[src/rtl/mac_req_arbiter.sv]
// rtl/mac_req_arbiter.sv - round-robin arbiter sharing one a*b+c datapath among N_REQ requesters
// Optional feature macro: MAC_TIMEOUT_EN (WAIT-state timeout with error response)
module mac_req_arbiter #(
  parameter int N_REQ       = 4,
  parameter int DW          = 32,
  parameter int TIMEOUT_CYC = 16
) (
  input  logic                clk,
  input  logic                rst,
  input  logic [N_REQ-1:0]    req_valid,
  output logic [N_REQ-1:0]    req_ready,
  input  logic [N_REQ*DW-1:0] req_a,
  input  logic [N_REQ*DW-1:0] req_b,
  input  logic [N_REQ*DW-1:0] req_c,
  output logic [N_REQ-1:0]    resp_valid,
  input  logic [N_REQ-1:0]    resp_ready,
  output logic [DW-1:0]       resp_data,
  output logic                resp_err,
  output logic                mac_validi,
  output logic [DW-1:0]       mac_data_in,
  input  logic                mac_valido,
  input  logic [DW-1:0]       mac_data_out,
  output logic                busy,
  output logic                stray_valido
);

  localparam int PW = $clog2(N_REQ);

  if (N_REQ < 2 || N_REQ > 8 || TIMEOUT_CYC < 1) begin : g_param_check
    $error("mac_req_arbiter: illegal parameter value");
  end

  typedef enum logic [2:0] {IDLE, SEND_A, SEND_B, SEND_C, WAIT, RESP} state_t;

  state_t           state;
  logic [PW-1:0]    rr_ptr;
  logic [PW-1:0]    gnt_reg;
  logic [PW-1:0]    gnt_idx;
  logic             gnt_found;
  logic [PW:0]      cand;
  logic [DW-1:0]    sel_a;
  logic [DW-1:0]    sel_b;
  logic [DW-1:0]    sel_c;
  logic [DW-1:0]    op_b;
  logic [DW-1:0]    op_c;
  logic [N_REQ-1:0] gnt_onehot;
  logic [PW-1:0]    next_ptr;

`ifdef MAC_TIMEOUT_EN
  localparam int TW = $clog2(TIMEOUT_CYC + 1);
  logic [TW-1:0] tmo_cnt;
`else
  assign resp_err = 1'b0;
`endif

  assign gnt_onehot = N_REQ'(1) << gnt_reg;
  assign next_ptr   = (gnt_reg == PW'(N_REQ - 1)) ? '0 : gnt_reg + PW'(1);

  // Round-robin search: first asserted request at or after rr_ptr, wrapping
  always_comb begin
    gnt_found = 1'b0;
    gnt_idx   = '0;
    cand      = '0;
    for (int k = 0; k < N_REQ; k++) begin
      cand = {1'b0, rr_ptr} + (PW+1)'(k);
      if (cand >= (PW+1)'(N_REQ)) cand = cand - (PW+1)'(N_REQ);
      if (!gnt_found && req_valid[cand[PW-1:0]]) begin
        gnt_found = 1'b1;
        gnt_idx   = cand[PW-1:0];
      end
    end
  end

  // Accept pulse goes only to the winner, and only while IDLE
  always_comb begin
    req_ready = '0;
    if (state == IDLE && gnt_found) req_ready[gnt_idx] = 1'b1;
  end

  // Operand mux for the current winner
  always_comb begin
    sel_a = '0;
    sel_b = '0;
    sel_c = '0;
    for (int k = 0; k < N_REQ; k++) begin
      if (gnt_idx == PW'(k)) begin
        sel_a = req_a[k*DW +: DW];
        sel_b = req_b[k*DW +: DW];
        sel_c = req_c[k*DW +: DW];
      end
    end
  end

  // Main controller: burst a/b/c, wait for the result, hold the response until taken
  always_ff @(posedge clk) begin
    if (rst) begin
      state        <= IDLE;
      rr_ptr       <= '0;
      gnt_reg      <= '0;
      op_b         <= '0;
      op_c         <= '0;
      mac_validi   <= 1'b0;
      mac_data_in  <= '0;
      resp_valid   <= '0;
      resp_data    <= '0;
      busy         <= 1'b0;
      stray_valido <= 1'b0;
`ifdef MAC_TIMEOUT_EN
      resp_err     <= 1'b0;
      tmo_cnt      <= '0;
`endif
    end else begin
      // Any result strobe outside WAIT is flagged and otherwise dropped
      stray_valido <= mac_valido && (state != WAIT);
      case (state)
        IDLE: begin
          if (gnt_found) begin
            gnt_reg     <= gnt_idx;
            op_b        <= sel_b;
            op_c        <= sel_c;
            mac_validi  <= 1'b1;
            mac_data_in <= sel_a;
            busy        <= 1'b1;
            state       <= SEND_A;
          end
        end
        SEND_A: begin
          mac_data_in <= op_b;
          state       <= SEND_B;
        end
        SEND_B: begin
          mac_data_in <= op_c;
          state       <= SEND_C;
        end
        SEND_C: begin
          mac_validi  <= 1'b0;
          mac_data_in <= '0;
`ifdef MAC_TIMEOUT_EN
          tmo_cnt     <= '0;
`endif
          state       <= WAIT;
        end
        WAIT: begin
          if (mac_valido) begin
            resp_valid <= gnt_onehot;
            resp_data  <= mac_data_out;
`ifdef MAC_TIMEOUT_EN
            resp_err   <= 1'b0;
`endif
            state      <= RESP;
          end
`ifdef MAC_TIMEOUT_EN
          else if (tmo_cnt == TW'(TIMEOUT_CYC - 1)) begin
            resp_valid <= gnt_onehot;
            resp_data  <= '0;
            resp_err   <= 1'b1;
            state      <= RESP;
          end else begin
            tmo_cnt <= tmo_cnt + TW'(1);
          end
`endif
        end
        RESP: begin
          if (resp_ready[gnt_reg]) begin
            resp_valid <= '0;
            resp_data  <= '0;
`ifdef MAC_TIMEOUT_EN
            resp_err   <= 1'b0;
`endif
            busy       <= 1'b0;
            rr_ptr     <= next_ptr;
            state      <= IDLE;
          end
        end
        default: state <= IDLE;
      endcase
    end
  end

endmodule

[config.mk]
export PLATFORM = sky130hd
export DESIGN_NAME = mac_req_arbiter
export DESIGN_NICKNAME = d
export VERILOG_FILES = /design/src/rtl/mac_req_arbiter.sv
export SDC_FILE = /design/constraint.sdc
export NUM_CORES = 1
export LEC_CHECK = 0
export CAP_MARGIN = 20
export CELL_PAD_IN_SITES_DETAIL_PLACEMENT = 1
export CELL_PAD_IN_SITES_GLOBAL_PLACEMENT = 1
export CORE_AREA = 8 8 189 191
export CTS_BUF_LIST = sky130_fd_sc_hd__clkbuf_4 sky130_fd_sc_hd__clkbuf_8
export CTS_CLUSTER_SIZE = 30
export DETAILED_ROUTE_END_ITERATION = 8
export DIE_AREA = 0 0 197 199
export DONT_BUFFER_PORTS = 1
export MAX_ROUTING_LAYER = met4
export PLACE_DENSITY = 0.65
export SYNTH_ARGS = -nofsm -noshare
export SYNTH_HDL_FRONTEND = slang
export SYNTH_SLANG_ARGS = --single-unit
[constraint.sdc]
create_clock -name clk -period 2.5 [get_ports clk]
set_input_delay 0.5 -clock clk [delete_from_list [all_inputs] [get_ports clk]]
set_output_delay 0.5 -clock clk [all_outputs]
set_load 0.005 [all_outputs]
======== Yosys cells after proc, flatten, opt, wreduce, memory -nomap -nowiden ========
Cells that the tools add are included.
operators by class
  order comparisons ....................... 11
  eq/ne operators ......................... 13
  muxes and demuxes ....................... 54
  shifts and indexed selects .............. 1
  add/subtract/negate cells ............... 8
  reductions and logical operators ........ 22
operators by type and width
  kind                   number
  $mux W32               15
  $pmux W32 S4           1
  $pmux W32 S2           1
  $lt A2 B3 Y1 const B   6
  $mux W2                9
  $pmux W3 S6            1
  $mux W1                12
  $mux W4                3
  $bmux W1 S2            5
  $ge A3 B3 Y1 const B   3
  $mux W3                3
  $reduce_and A3 Y1      3
  $pmux W4 S2            1
  $reduce_and A2 Y1      4
  $sub A2 B1 Y2 const B  4
  $add A2 B2 Y3 const B  2
  $eq A2 B2 Y1 const B   3
  $eq A3 B2 Y1 const B   2
  $eq A3 B3 Y1 const B   2
  $logic_and A1 B1 Y1    6
  $ne A2 B2 Y1 const B   3
  $reduce_bool A2 Y1     3
  $pmux W1 S2            2
  $reduce_bool A4 Y1     1
  12 further kinds       14
storage, ports and cells
  logic and storage cells ................. 120
  input bits .............................. 427
  output and inout bits ................... 76
  bits in registers ....................... 142

======== Depth between registers and ports, before layout ========
Gate-level depths: netlist (run 1).
  depth after elaboration ................. 21
  mapped depth ............................ 8
  depth with buffers taken out ............ 5

======== Worst setup path after synthesis (run 1) ========
OpenSTA, ideal clock, no wires.
  path type ............................... input-to-output
  start point ............................. input req_valid[2]
  end point ............................... output req_ready[2]
  required time ........................... 2.000 ns
  path slack .............................. 0.333 ns
  buffers on the path ..................... 3
  arrival time ............................ 1.667 ns
  cell stages on the path ................. 6
  path through ............................ buf_4 mux2i_1 o221a_2 buf_2 buf_1 nor2_1
on the way
  word-level cells in the longest chain between the ends .. 17
  elaborated cells between the ends (all ways) .. 29
RTL lines
  what                                                                       line  source
  start: declaration                                                         10    input logic [N_REQ-1:0] req_valid,
  $bmux W1 S2                                                                67    if (!gnt_found && req_valid[cand[PW-1:0]]) begin
  $mux W1 (implied by the code)                                              67
  $mux W1                                                                    67
  $logic_not A1 Y1                                                           67
  $logic_and A1 B1 Y1                                                        67
  $mux W1                                                                    67
  $logic_not A1 Y1                                                           67
  $logic_and A1 B1 Y1                                                        67
  $mux W1                                                                    67
  $logic_not A1 Y1                                                           67
  $logic_and A1 B1 Y1                                                        67
  $mux W2                                                                    67
  $lt A2 B3 Y1 (implied by the code) / $ge A2 B1 Y1 (equally long branches)  77    if (state == IDLE && gnt_found) req_ready[gnt_idx] = 1'b1;
  $logic_and A1 B1 Y1 (implied by the code)                                  77
  $mux W1 (implied by the code)                                              77
  $demux W1 S2                                                               77
  $mux W4 *                                                                  77
  end: declaration                                                           11    output logic [N_REQ-1:0] req_ready,
Every way passes the cells marked *; elsewhere a longest branch is shown, timed or not. The select of a mux whose other input is x is not followed.

======== Worst setup path in the final report (run 1) ========
  start point ............................. register rr_ptr[1]
  end point ............................... output req_ready[2]
on the way
  word-level cells in the longest chain between the ends .. 19
  elaborated cells between the ends (all ways) .. 44
RTL lines
  what                                                                    line  source
  start: declaration                                                      36    logic [PW-1:0] rr_ptr;
  start signal: assignment                                                171   rr_ptr <= next_ptr;
  parallel branches: the longest is 18 deep, another holds $add A2 B1 Y3  -
  $mux W4 *                                                               77
Every way passes the cells marked *. The select of a mux whose other input is x is not followed.

==> run_summary.xml, run 1 <==
<?xml version="1.0" encoding="UTF-8"?>
<metrics>
  <group name="logic_synthesis">
    <metric name="yosys_most_used_dff" unit="">dfxtp_1</metric>
    <metric name="yosys.cell_types.count" unit="">68</metric>
    <metric name="synthesis.area" unit="µm²">8864</metric>
    <metric name="yosys_warnings" unit="">0</metric>
    <metric name="synth-seq-cells" unit="">142</metric>
    <metric name="post_synthesis_net_count" unit="">1549</metric>
    <metric name="synthesized_area_divided_by_synthesized_cell_count" unit="µm²">7.928</metric>
    <metric name="asyncSetResetFlopFracSynth" unit="">0</metric>
    <metric name="post_synth_inst_count" unit="">1118</metric>
    <metric name="netlist.top_cell.by_area" unit="">dfxtp_1</metric>
    <metric name="synth_top_cells_by_area" unit="">dfxtp_1 32%, a211oi_1 7.7%, and3_1 5.6%, o21ai_0 5.5%, nand2_1 4.1%</metric>
    <metric name="number_of_enable_type_register_cells_in_the_synthesized_netlist" unit="">0</metric>
    <metric name="ys_seq_area_frac" unit="">0.3207</metric>
    <metric name="synth_top_area_frac" unit="">0.3207</metric>
  </group>
  <group name="worst_setup_path">
    <metric name="cp.required" unit="ns">2.00</metric>
    <metric name="worst_ep_arrival" unit="ns">1.89</metric>
    <metric name="critical_path.startpoint_type" unit="">flip-flop</metric>
    <metric name="critical_path.max_stage_delay" unit="ns">0.44</metric>
    <metric name="critPathKind" unit="">reg -&gt; out</metric>
    <metric name="path_cells" unit="">or3b_4 -&gt; o221a_4 -&gt; buf_12 -&gt; nor2_4 -&gt; buf_4</metric>
    <metric name="cp-end-kind" unit="">output pin</metric>
    <metric name="worstPathMaxFanout" unit="">21</metric>
    <metric name="r2r_setup_slack" unit="ns">0.16</metric>
    <metric name="critical_path.slowest_cell" unit="">or3b_4</metric>
  </group>
  <group name="worst_hold_path">
    <metric name="min-delay-path-class" unit="">in -&gt; reg</metric>
  </group>
  <group name="clocking">
    <metric name="clock-root-buffer" unit="">clkbuf_8</metric>
    <metric name="cts_tree" unit="">built</metric>
    <metric name="cts_sinks" unit="">142</metric>
    <metric name="insertion_delay" unit="ns">0.47</metric>
    <metric name="cts-buffers-inserted" unit="">17</metric>
    <metric name="clock_tree.buffer_depth" unit="">2</metric>
    <metric name="htree_levels" unit="">4</metric>
    <metric name="clk_pin_slew_worst_paths" unit="ns">0.09</metric>
  </group>
  <group name="outcome">
    <metric name="outcome" unit="">finished, final reports clean</metric>
  </group>
  <group name="cells_and_area">
    <metric name="final_core_utilization" unit="">0.2988</metric>
    <metric name="area_growth" unit="%">10.77</metric>
    <metric name="layout.cells.non_filler" unit="">1524</metric>
    <metric name="final.fill_count" unit="">3958</metric>
    <metric name="drive_gt1_frac" unit="">0.1200</metric>
    <metric name="design.final.nets" unit="">1485</metric>
    <metric name="layout.cell_area.non_filler" unit="µm²">9818</metric>
  </group>
  <group name="global_routing">
    <metric name="antenna_found_initial" unit="">8</metric>
    <metric name="grt-ovfl-total" unit="">0</metric>
    <metric name="grt.total_usage" unit="">0.2333</metric>
    <metric name="wire_length_of_the_first_global_routing_pass" unit="µm">65890</metric>
    <metric name="first_global_vias" unit="">9307</metric>
    <metric name="pin_count_of_the_biggest_net_entering_global_routing" unit="">101</metric>
  </group>
  <group name="sta">
    <metric name="achievable_clock_frequency" unit="MHz">417.7</metric>
    <metric name="max-slew-margin-rel" unit="">0.5294</metric>
    <metric name="timing.final.crit_share" unit="">0.9576</metric>
    <metric name="final-max-slew-violation-count" unit="">0</metric>
    <metric name="final-hold-violation-count" unit="">0</metric>
    <metric name="worst_slew_pin_slew" unit="ns">0.7045</metric>
    <metric name="rsz0062_at_grt" unit="">no</metric>
    <metric name="clock-skew-final" unit="ns">0.009407</metric>
    <metric name="min_period" unit="ns">2.394</metric>
    <metric name="setup-tns-final" unit="ns">0</metric>
    <metric name="fin_worst_hold_slack" unit="ns">0.1195</metric>
    <metric name="setup_violations" unit="">0</metric>
  </group>
  <group name="detailed_routing">
    <metric name="viasPerCell" unit="">5.907</metric>
    <metric name="ant_nets" unit="">0</metric>
    <metric name="first_pass_iters" unit="">4</metric>
    <metric name="vias_after_detailed_routing" unit="">9002</metric>
    <metric name="totalWireLength" unit="µm">46480</metric>
    <metric name="post_drt_wl_per_cell" unit="µm">30.50</metric>
    <metric name="first_iter_violations" unit="">621</metric>
    <metric name="drt_drc_violations_left" unit="">0</metric>
  </group>
  <group name="power">
    <metric name="p_leak" unit="µW">0.003424</metric>
    <metric name="irDropWorstVdd" unit="µV">311.3</metric>
    <metric name="power.density_cell_area" unit="nW/µm²">709.1</metric>
  </group>
  <group name="die">
    <metric name="die_h" unit="µm">199</metric>
    <metric name="initial_utilization" unit="">0.2697</metric>
    <metric name="row_count" unit="">67</metric>
    <metric name="die_width" unit="µm">197</metric>
    <metric name="fp.dieArea" unit="µm²">39200</metric>
    <metric name="core" unit="µm²">32860</metric>
    <metric name="floorplan.io_pins" unit="">503</metric>
  </group>
  <group name="run">
    <metric name="max-cap-violations" unit="">0</metric>
  </group>
  <group name="place">
    <metric name="detailedPlacementHpwl" unit="µm">35850</metric>
    <metric name="dpl-instance-area" unit="µm²">9231</metric>
    <metric name="number_of_buffers_added_on_ports" unit="">0</metric>
    <metric name="dpl.cell_count" unit="">1479</metric>
    <metric name="placer_s_final_routability_congestion_estimate" unit="">0.9209</metric>
  </group>
</metrics>
## final timing paths
check	startpoint	end	cells past startpoint
max	rr_ptr[1]	req_ready[2]	5
min	rst	rr_ptr[0]	1
min reg2reg	op_b[22]	op_b[22]	2
max reg2reg	state[0]	rr_ptr[0]	5
## through the flow
step                setup slack [ns]  total power [µW]
floorplan                     0.3333              4158
global placement              0.2138              4860
detailed placement            0.1337              4892
CTS                         0.006671              7074
global route                0.007330              7360
finish                        0.1060              6962
## cells in the final DEF (no fill, tap or decap), types with 19 or more instances in the layout
master and n:
a211oi_1 91, a21o_1 19, a21oi_1 41, a221oi_1 20
a2bb2oi_1 41, and3_1 79, buf_4 35, dfxtp_1 138
nand2_1 96, nand2b_1 39, nand3_1 62, nor2_1 47
o21ai_0 98, o21ai_1 22, o221ai_1 37, o31ai_1 26
## per-layer routing
layer	global-route usage	up-vias	part of all wire	wire (µm)
li1	-	4127	-	-
met1	0.2851	4495	0.44	20560
met2	0.3878	359	0.48	22530
met3	0.05972	21	0.064	2989
met4	0.04207	0	0.0086	401
met5	-	-	0	0
## cells by family after synthesis
| kind of cell | count (synthesis) | share of synthesized area |
|---|---|---|
| other cells | 1 | 0.0004231 |
| mux | 9 | 0.01158 |
| xor+xnor | 1 | 0.0009883 |
| compound gates | 456 | 0.3684 |
| flops | 142 | 0.3207 |
| buf+inv | 136 | 0.07679 |
| fa+ha+maj | 4 | 0.005647 |
| simple gates | 369 | 0.2154 |
## critical path: cells and delay by family (launching register included)
kind,cells,cell delay (ns)
AOI/OAI and AO/OA,1,0.15
and+or+nand+nor,2,0.56
buffers and inverters,2,0.28
DFF,1,0.41
## synthesized netlist by cell type, types with 3 or more instances
cell / number
or3_1: 3
a21o_1: 19
a2111oi_0: 6
inv_1: 6
a2111oi_2: 6
nand3_1: 63
a21oi_1: 42
buf_4: 11
clkbuf_1: 47
a221oi_1: 20
o32a_1: 6
o221ai_1: 37
o21ai_1: 22
nand2_1: 97
buf_6: 8
o21ai_0: 98
nor2_1: 51
a2bb2oi_1: 41
nor3_1: 10
o31ai_1: 26
buf_2: 54
ha_1: 4
mux2i_1: 8
dfxtp_1: 142
nand2b_1: 39
buf_1: 8
nor4_1: 7
o22ai_1: 16
a31o_1: 5
nand2_2: 4
a211oi_1: 91
and3_1: 79
## cell type report
class | instances | area (µm²) | share of cell area
diodes | 9 | 22.52 | 0.002294
clock buffers | 18 | 247.7 | 0.02523
clock inverters | 14 | 182.7 | 0.01861
inverters | 7 | 26.28 | 0.002676
multi-input cells | 841 | 5461 | 0.5563
flip-flops and latches | 142 | 2850 | 0.2903
well taps | 448 | 560.5 | 0.05709
repair buffers | 45 | 466.7 | 0.04753
## what timing repair did
item	in CTS	in global routing
buffers inserted	1	2
setup endpoints to repair	4	6
gates resized for setup	16	3
cloned	2	0
hold buffers	0	0
pin swaps	1	1
## power by group
part | switching [µW] | total [µW] | leakage, µW | internal, µW
Clock | 1040 | 2070 | 0.000207 | 1030
Combinational | 1240 | 2010 | 0.00205 | 769
Sequential | 300 | 2880 | 0.00117 | 2580
Total | 2580 | 6960 | 0.00342 | 4380
Power figures use the tool's default switching activity.
==> run 2: changes to the inputs <==
CTS_BUF_LIST = default   (was sky130_fd_sc_hd__clkbuf_4 sky130_fd_sc_hd__clkbuf_8)
HOLD_SLACK_MARGIN = 0.03   (was default)
SKIP_LAST_GASP = 1   (was default)
==> run 2 against run 1 <==
  * Count of clock-buffer cells in the layout stayed put
  * Power rose by 9.8%
  * Setup slack worse by 0.020 ns
  * Die area unchanged
  * Worst hold slack improved by 0.030 ns
  * Critical path depth is the same
  * First-iteration DRC count grew 1.4%
  * Routed wire length is 0.74% higher
  * Clock skew down 0.0013 ns
==> run_summary.xml, run 2 (same netlist as run 1, synthesis figures left out) <==
<?xml version="1.0" encoding="UTF-8"?>
<metrics>
  <group name="cells_and_area">
    <metric name="design.final.nets" unit="">1484</metric>
    <metric name="most_frequent_standard_cell_in_the_layout_excluding_fill_and_tap_cells" unit="">dfxtp_1</metric>
    <metric name="final_cell_mix" unit="">138 x dfxtp_1, 98 x o21ai_0, 96 x nand2_1</metric>
    <metric name="drive_gt1_frac" unit="">0.1191</metric>
    <metric name="area_growth" unit="%">12.55</metric>
  </group>
  <group name="place">
    <metric name="placer_s_final_routability_congestion_estimate" unit="">0.9209</metric>
    <metric name="number_of_buffers_added_on_ports" unit="">0</metric>
    <metric name="detailedPlacementHpwl" unit="µm">35850</metric>
  </group>
  <group name="die">
    <metric name="core" unit="µm²">32860</metric>
    <metric name="row_count" unit="">67</metric>
    <metric name="die_h" unit="µm">199</metric>
    <metric name="fp.dieArea" unit="µm²">39200</metric>
    <metric name="die_width" unit="µm">197</metric>
    <metric name="floorplan.io_pins" unit="">503</metric>
    <metric name="initial_utilization" unit="">0.2697</metric>
  </group>
  <group name="worst_setup_path">
    <metric name="cp-end-kind" unit="">output pin</metric>
    <metric name="worst_ep_arrival" unit="ns">1.91</metric>
    <metric name="worstPathMaxFanout" unit="">21</metric>
    <metric name="critPathKind" unit="">reg -&gt; out</metric>
    <metric name="path_cells" unit="">or3b_4 -&gt; o221a_2 -&gt; buf_8 -&gt; nor2_4 -&gt; buf_4</metric>
    <metric name="cp.required" unit="ns">2.00</metric>
    <metric name="critical_path.max_stage_delay" unit="ns">0.44</metric>
    <metric name="critical_path.startpoint_type" unit="">flip-flop</metric>
    <metric name="critical_path.slowest_cell" unit="">or3b_4</metric>
  </group>
  <group name="sta">
    <metric name="worst_slew_pin_slew" unit="ns">0.7102</metric>
    <metric name="setup_violations" unit="">0</metric>
    <metric name="final-max-slew-violation-count" unit="">0</metric>
    <metric name="setup-tns-final" unit="ns">0</metric>
    <metric name="rsz0062_at_grt" unit="">no</metric>
    <metric name="timing.final.crit_share" unit="">0.9658</metric>
    <metric name="achievable_clock_frequency" unit="MHz">414.2</metric>
    <metric name="min_period" unit="ns">2.414</metric>
    <metric name="max-slew-margin-rel" unit="">0.5256</metric>
    <metric name="final-hold-violation-count" unit="">0</metric>
    <metric name="clock-skew-final" unit="ns">0.008086</metric>
  </group>
  <group name="detailed_routing">
    <metric name="ant_nets" unit="">0</metric>
    <metric name="viasPerCell" unit="">5.922</metric>
    <metric name="post_drt_wl_per_cell" unit="µm">30.76</metric>
    <metric name="first_pass_iters" unit="">5</metric>
    <metric name="totalWireLength" unit="µm">46820</metric>
    <metric name="vias_after_detailed_routing" unit="">9014</metric>
    <metric name="drt_drc_violations_left" unit="">0</metric>
    <metric name="first_iter_violations" unit="">630</metric>
  </group>
  <group name="power">
    <metric name="switching_share" unit="">0.3528</metric>
    <metric name="reported_net_switching_power" unit="µW">2698</metric>
    <metric name="internal-power" unit="µW">4949</metric>
    <metric name="power_frac_clock" unit="">0.361</metric>
    <metric name="irDropWorstVdd" unit="µV">482.4</metric>
    <metric name="report.power.total" unit="µW">7647</metric>
    <metric name="seq_power_share" unit="">0.377</metric>
    <metric name="power.density_cell_area" unit="nW/µm²">766.5</metric>
    <metric name="p_leak" unit="µW">0.003491</metric>
    <metric name="p_comb_frac" unit="">0.262</metric>
  </group>
  <group name="global_routing">
    <metric name="wire_length_of_the_first_global_routing_pass" unit="µm">65500</metric>
    <metric name="first_global_vias" unit="">9350</metric>
    <metric name="antenna_found_initial" unit="">9</metric>
    <metric name="grt.total_usage" unit="">0.2332</metric>
    <metric name="pin_count_of_the_biggest_net_entering_global_routing" unit="">101</metric>
    <metric name="grt-ovfl-total" unit="">0</metric>
  </group>
  <group name="run">
    <metric name="max-cap-violations" unit="">0</metric>
  </group>
  <group name="clocking">
    <metric name="clock_tree.buffer_depth" unit="">2</metric>
    <metric name="cts_sinks" unit="">142</metric>
    <metric name="htree_levels" unit="">4</metric>
    <metric name="clk_pin_slew_worst_paths" unit="ns">0.07</metric>
    <metric name="cts-buffers-inserted" unit="">17</metric>
    <metric name="clock-root-buffer" unit="">clkbuf_16</metric>
    <metric name="cts_tree" unit="">built</metric>
    <metric name="insertion_delay" unit="ns">0.45</metric>
    <metric name="post_cts_hold_buffer_count" unit="">0</metric>
  </group>
  <group name="outcome">
    <metric name="outcome" unit="">finished, final reports clean</metric>
  </group>
  <group name="worst_hold_path">
    <metric name="min-delay-path-class" unit="">in -&gt; reg</metric>
  </group>
</metrics>
-- run 2: power by group through the flow --
stage          clock, µW  sequential, µW  combinational, µW
5_1_grt             2940            2920               2180
3_3_place_gp           0            2950               1910
2_1_floorplan          0            2770               1390
3_5_place_dp           0            2950               1940
6_report            2760            2890               2000
4_1_cts             2840            2900               1960
-- run 2: final cells by class --
class / count / area, µm²
Inverter: 7 / 26.28
Multi-Input combinational cell: 841 / 5450
Antenna cell: 8 / 20.02
Sequential cell: 142 / 2850
Fill cell: 3951 / 22890
Clock buffer: 18 / 439.2
Tap cell: 448 / 560.5
Clock inverter: 14 / 182.7
Timing Repair Buffer: 44 / 446.7
-- run 2: what timing repair did --
item,CTS,global route
pin swaps,1,0
setup endpoints to repair,4,5
gates cloned,1,1
setup buffers,2,0
resized for setup,11,6
-- run 2: through the flow --
stage | hold slack, ns | std cells | setup slack (ns) | instance area (µm²) | util
4_1_cts | 0.09212 | 1513 | 0.002239 | 9912 | 0.3016
3_3_place_gp | 0.4439 | 1479 | 0.2138 | 9231 | 0.2809
6_report | 0.1491 | 1522 | 0.08560 | 9976 | 0.3036
3_5_place_dp | 0.4424 | 1479 | 0.1337 | 9231 | 0.2809
2_1_floorplan | 0.4288 | 1118 | 0.3333 | 8864 | -
5_1_grt | 0.1161 | 1520 | 0.009911 | 9971 | 0.3034
-- run 2: worst max-delay path: cells and delay by family, from the launching register on --
family | cells | cell delay [ns]
buffers and inverters | 2 | 0.30
DFF | 1 | 0.40
and+or+nand+nor | 2 | 0.58
AOI/OAI and AO/OA | 1 | 0.18
-- run 2: per-layer routing --
layer / global-route usage / vias up / share of wire
li1: - / 4122 / -
met1: 0.2781 / 4445 / 0.43
met2: 0.3767 / 404 / 0.48
met3: 0.06818 / 43 / 0.073
met4: 0.07105 / 0 / 0.019
met5: - / - / 0
-- run 2: path summary, 6_finish.rpt --
check,slack (ns),cells after the start,endpoint,from
worst max-delay path,0.09,5,req_ready[2],rr_ptr[1]
worst min-delay path,0.15,1,rr_ptr[0],rst
worst max register to register,0.16,5,rr_ptr[0],state[0]
worst min register to register,0.45,2,op_b[22],op_b[22]
==> run 3: changes to the inputs <==
GPL_TIMING_DRIVEN = 0   (was default)
==> run 3 against run 2 <==
  * Sequential share of layout area decreased by 0.53 points
  * Critical path depth unchanged
  * Final area increased by 1.6%
==> run_summary.xml, run 3 (same netlist as run 1, synthesis figures left out) <==
<?xml version="1.0" encoding="UTF-8"?>
<metrics>
  <group name="worst_setup_path">
    <metric name="path_cells" unit="">buf_6 -&gt; or4_1 -&gt; buf_2 -&gt; buf_8 -&gt; nor2_2</metric>
    <metric name="worst_setup_path_startpoint" unit="">state[1]</metric>
    <metric name="critical_path.startpoint_type" unit="">flip-flop</metric>
    <metric name="r2r_setup_slack" unit="ns">0.07</metric>
    <metric name="worstPathMaxFanout" unit="">19</metric>
    <metric name="cp.required" unit="ns">2.00</metric>
    <metric name="cp-end-kind" unit="">output pin</metric>
    <metric name="worst_ep_arrival" unit="ns">1.96</metric>
    <metric name="critPathKind" unit="">reg -&gt; out</metric>
    <metric name="timing.reg2reg.worst_path_depth" unit="">6</metric>
    <metric name="r2r_start" unit="">state[0]</metric>
    <metric name="critical_path.max_stage_delay" unit="ns">0.53</metric>
    <metric name="critical_path.slowest_cell" unit="">or4_1</metric>
  </group>
  <group name="worst_hold_path">
    <metric name="min-delay-path-class" unit="">in -&gt; reg</metric>
    <metric name="holdPathStages" unit="">2</metric>
    <metric name="holdCritStartpoint" unit="">mac_valido</metric>
  </group>
  <group name="sta">
    <metric name="clock-skew-final" unit="ns">0.007379</metric>
    <metric name="final-max-slew-violation-count" unit="">0</metric>
    <metric name="final-hold-violation-count" unit="">0</metric>
    <metric name="final.setup.worst_slack" unit="ns">0.04317</metric>
    <metric name="setup_violations" unit="">0</metric>
    <metric name="fin_worst_hold_slack" unit="ns">0.1765</metric>
    <metric name="worst_slew_pin_slew" unit="ns">0.8667</metric>
    <metric name="min_period" unit="ns">2.457</metric>
    <metric name="timing.final.crit_share" unit="">0.9827</metric>
    <metric name="setup-tns-final" unit="ns">0</metric>
    <metric name="max-slew-margin-rel" unit="">0.4222</metric>
    <metric name="achievable_clock_frequency" unit="MHz">407.0</metric>
  </group>
  <group name="power">
    <metric name="irDropWorstVdd" unit="µV">501.0</metric>
    <metric name="p_leak" unit="µW">0.003618</metric>
    <metric name="power.density_cell_area" unit="nW/µm²">754.5</metric>
  </group>
  <group name="die">
    <metric name="core" unit="µm²">32860</metric>
    <metric name="die_width" unit="µm">197</metric>
    <metric name="row_count" unit="">67</metric>
    <metric name="floorplan.io_pins" unit="">503</metric>
    <metric name="die_h" unit="µm">199</metric>
    <metric name="fp.dieArea" unit="µm²">39200</metric>
    <metric name="initial_utilization" unit="">0.2697</metric>
  </group>
  <group name="detailed_routing">
    <metric name="post_drt_wl_per_cell" unit="µm">32.70</metric>
    <metric name="first_iter_violations" unit="">513</metric>
    <metric name="vias_after_detailed_routing" unit="">9488</metric>
    <metric name="viasPerCell" unit="">5.915</metric>
    <metric name="ant_nets" unit="">0</metric>
    <metric name="drt_drc_violations_left" unit="">0</metric>
    <metric name="totalWireLength" unit="µm">52450</metric>
    <metric name="first_pass_iters" unit="">5</metric>
  </group>
  <group name="global_routing">
    <metric name="wire_length_of_the_first_global_routing_pass" unit="µm">72250</metric>
    <metric name="antenna_found_initial" unit="">4</metric>
    <metric name="grt.total_usage" unit="">0.2621</metric>
    <metric name="grt-ovfl-total" unit="">0</metric>
    <metric name="first_global_vias" unit="">10070</metric>
    <metric name="pin_count_of_the_biggest_net_entering_global_routing" unit="">20</metric>
  </group>
  <group name="place">
    <metric name="detailedPlacementHpwl" unit="µm">43040</metric>
    <metric name="dpl.cell_count" unit="">1568</metric>
    <metric name="placer_s_final_routability_congestion_estimate" unit="">0.9376</metric>
    <metric name="dpl-instance-area" unit="µm²">9443</metric>
    <metric name="pre_cts_slack" unit="ns">-0.3596</metric>
    <metric name="number_of_buffers_added_on_ports" unit="">0</metric>
  </group>
  <group name="outcome">
    <metric name="outcome" unit="">finished, final reports clean</metric>
  </group>
  <group name="clocking">
    <metric name="clock-root-buffer" unit="">clkbuf_16</metric>
    <metric name="clk_pin_slew_worst_paths" unit="ns">0.07</metric>
    <metric name="cts_tree" unit="">built</metric>
    <metric name="insertion_delay" unit="ns">0.44</metric>
    <metric name="clock_tree.buffer_depth" unit="">2</metric>
    <metric name="cts_sinks" unit="">142</metric>
    <metric name="cts-buffers-inserted" unit="">17</metric>
    <metric name="post_cts_hold_buffer_count" unit="">0</metric>
    <metric name="htree_levels" unit="">4</metric>
  </group>
  <group name="cells_and_area">
    <metric name="area_growth" unit="%">14.37</metric>
    <metric name="design.final.nets" unit="">1570</metric>
    <metric name="most_frequent_standard_cell_in_the_layout_excluding_fill_and_tap_cells" unit="">dfxtp_1</metric>
    <metric name="layout.cell_area.non_filler" unit="µm²">10140</metric>
    <metric name="final_cell_mix" unit="">142 x dfxtp_1, 98 x o21ai_0, 97 x nand2_1</metric>
    <metric name="layout.cells.non_filler" unit="">1604</metric>
    <metric name="drive_gt1_frac" unit="">0.1372</metric>
  </group>
  <group name="run">
    <metric name="max-cap-violations" unit="">0</metric>
  </group>
</metrics>
==> run 3: through the flow <==
step / utilization / total power [µW]
after detailed placement: 0.2874 / 5038
after global placement: 0.2868 / 4992
after CTS: 0.3076 / 7692
final: 0.3085 / 7648
after global routing: 0.3084 / 7974
after floorplan: - / 4158
==> run 3: power by group <==
part	switching (µW)	total, µW	internal, µW
sequential	320	2900	2580
combinational	1360	2120	758
clock	1230	2630	1400
total	2900	7650	4740
==> run 3: critical path: cells and delay by family (launching register included) <==
kind / cells / cell delay (ns)
and+or+nand+nor: 2 / 0.68
buffers and inverters: 3 / 0.51
DFF: 1 / 0.31
==> run 3: repair_timing <==
item / CTS / global route
hold endpoints to repair: 0 / 0
setup buffers: 7 / 0
pin swaps: 6 / 1
endpoints found under the setup margin: 15 / 16
gates resized for setup: 15 / 13
==> run 3: layout make-up <==
class                      count  area [µm²]
fill                        4012       22720
inverter                       7       26.28
clock inverter                15       153.9
sequential                   142        2843
clock buffer                  17       425.4
buffer                       122       660.6
antenna                        4       10.01
tap                          448       560.5
timing repair buffer           9       71.32
multi-input combinational    840        5386
==> run 3: worst paths after layout <==
check,endpoint
max,req_ready[0]
min,stray_valido
max reg2reg,mac_data_in[18]
min reg2reg,op_b[22]
==> run 3: layer usage <==
layer  global-route usage  wire [µm]
met3              0.06276       3569
met1               0.3105      22230
met2               0.4385      25590
met4              0.07551       1066
met5                    -          0
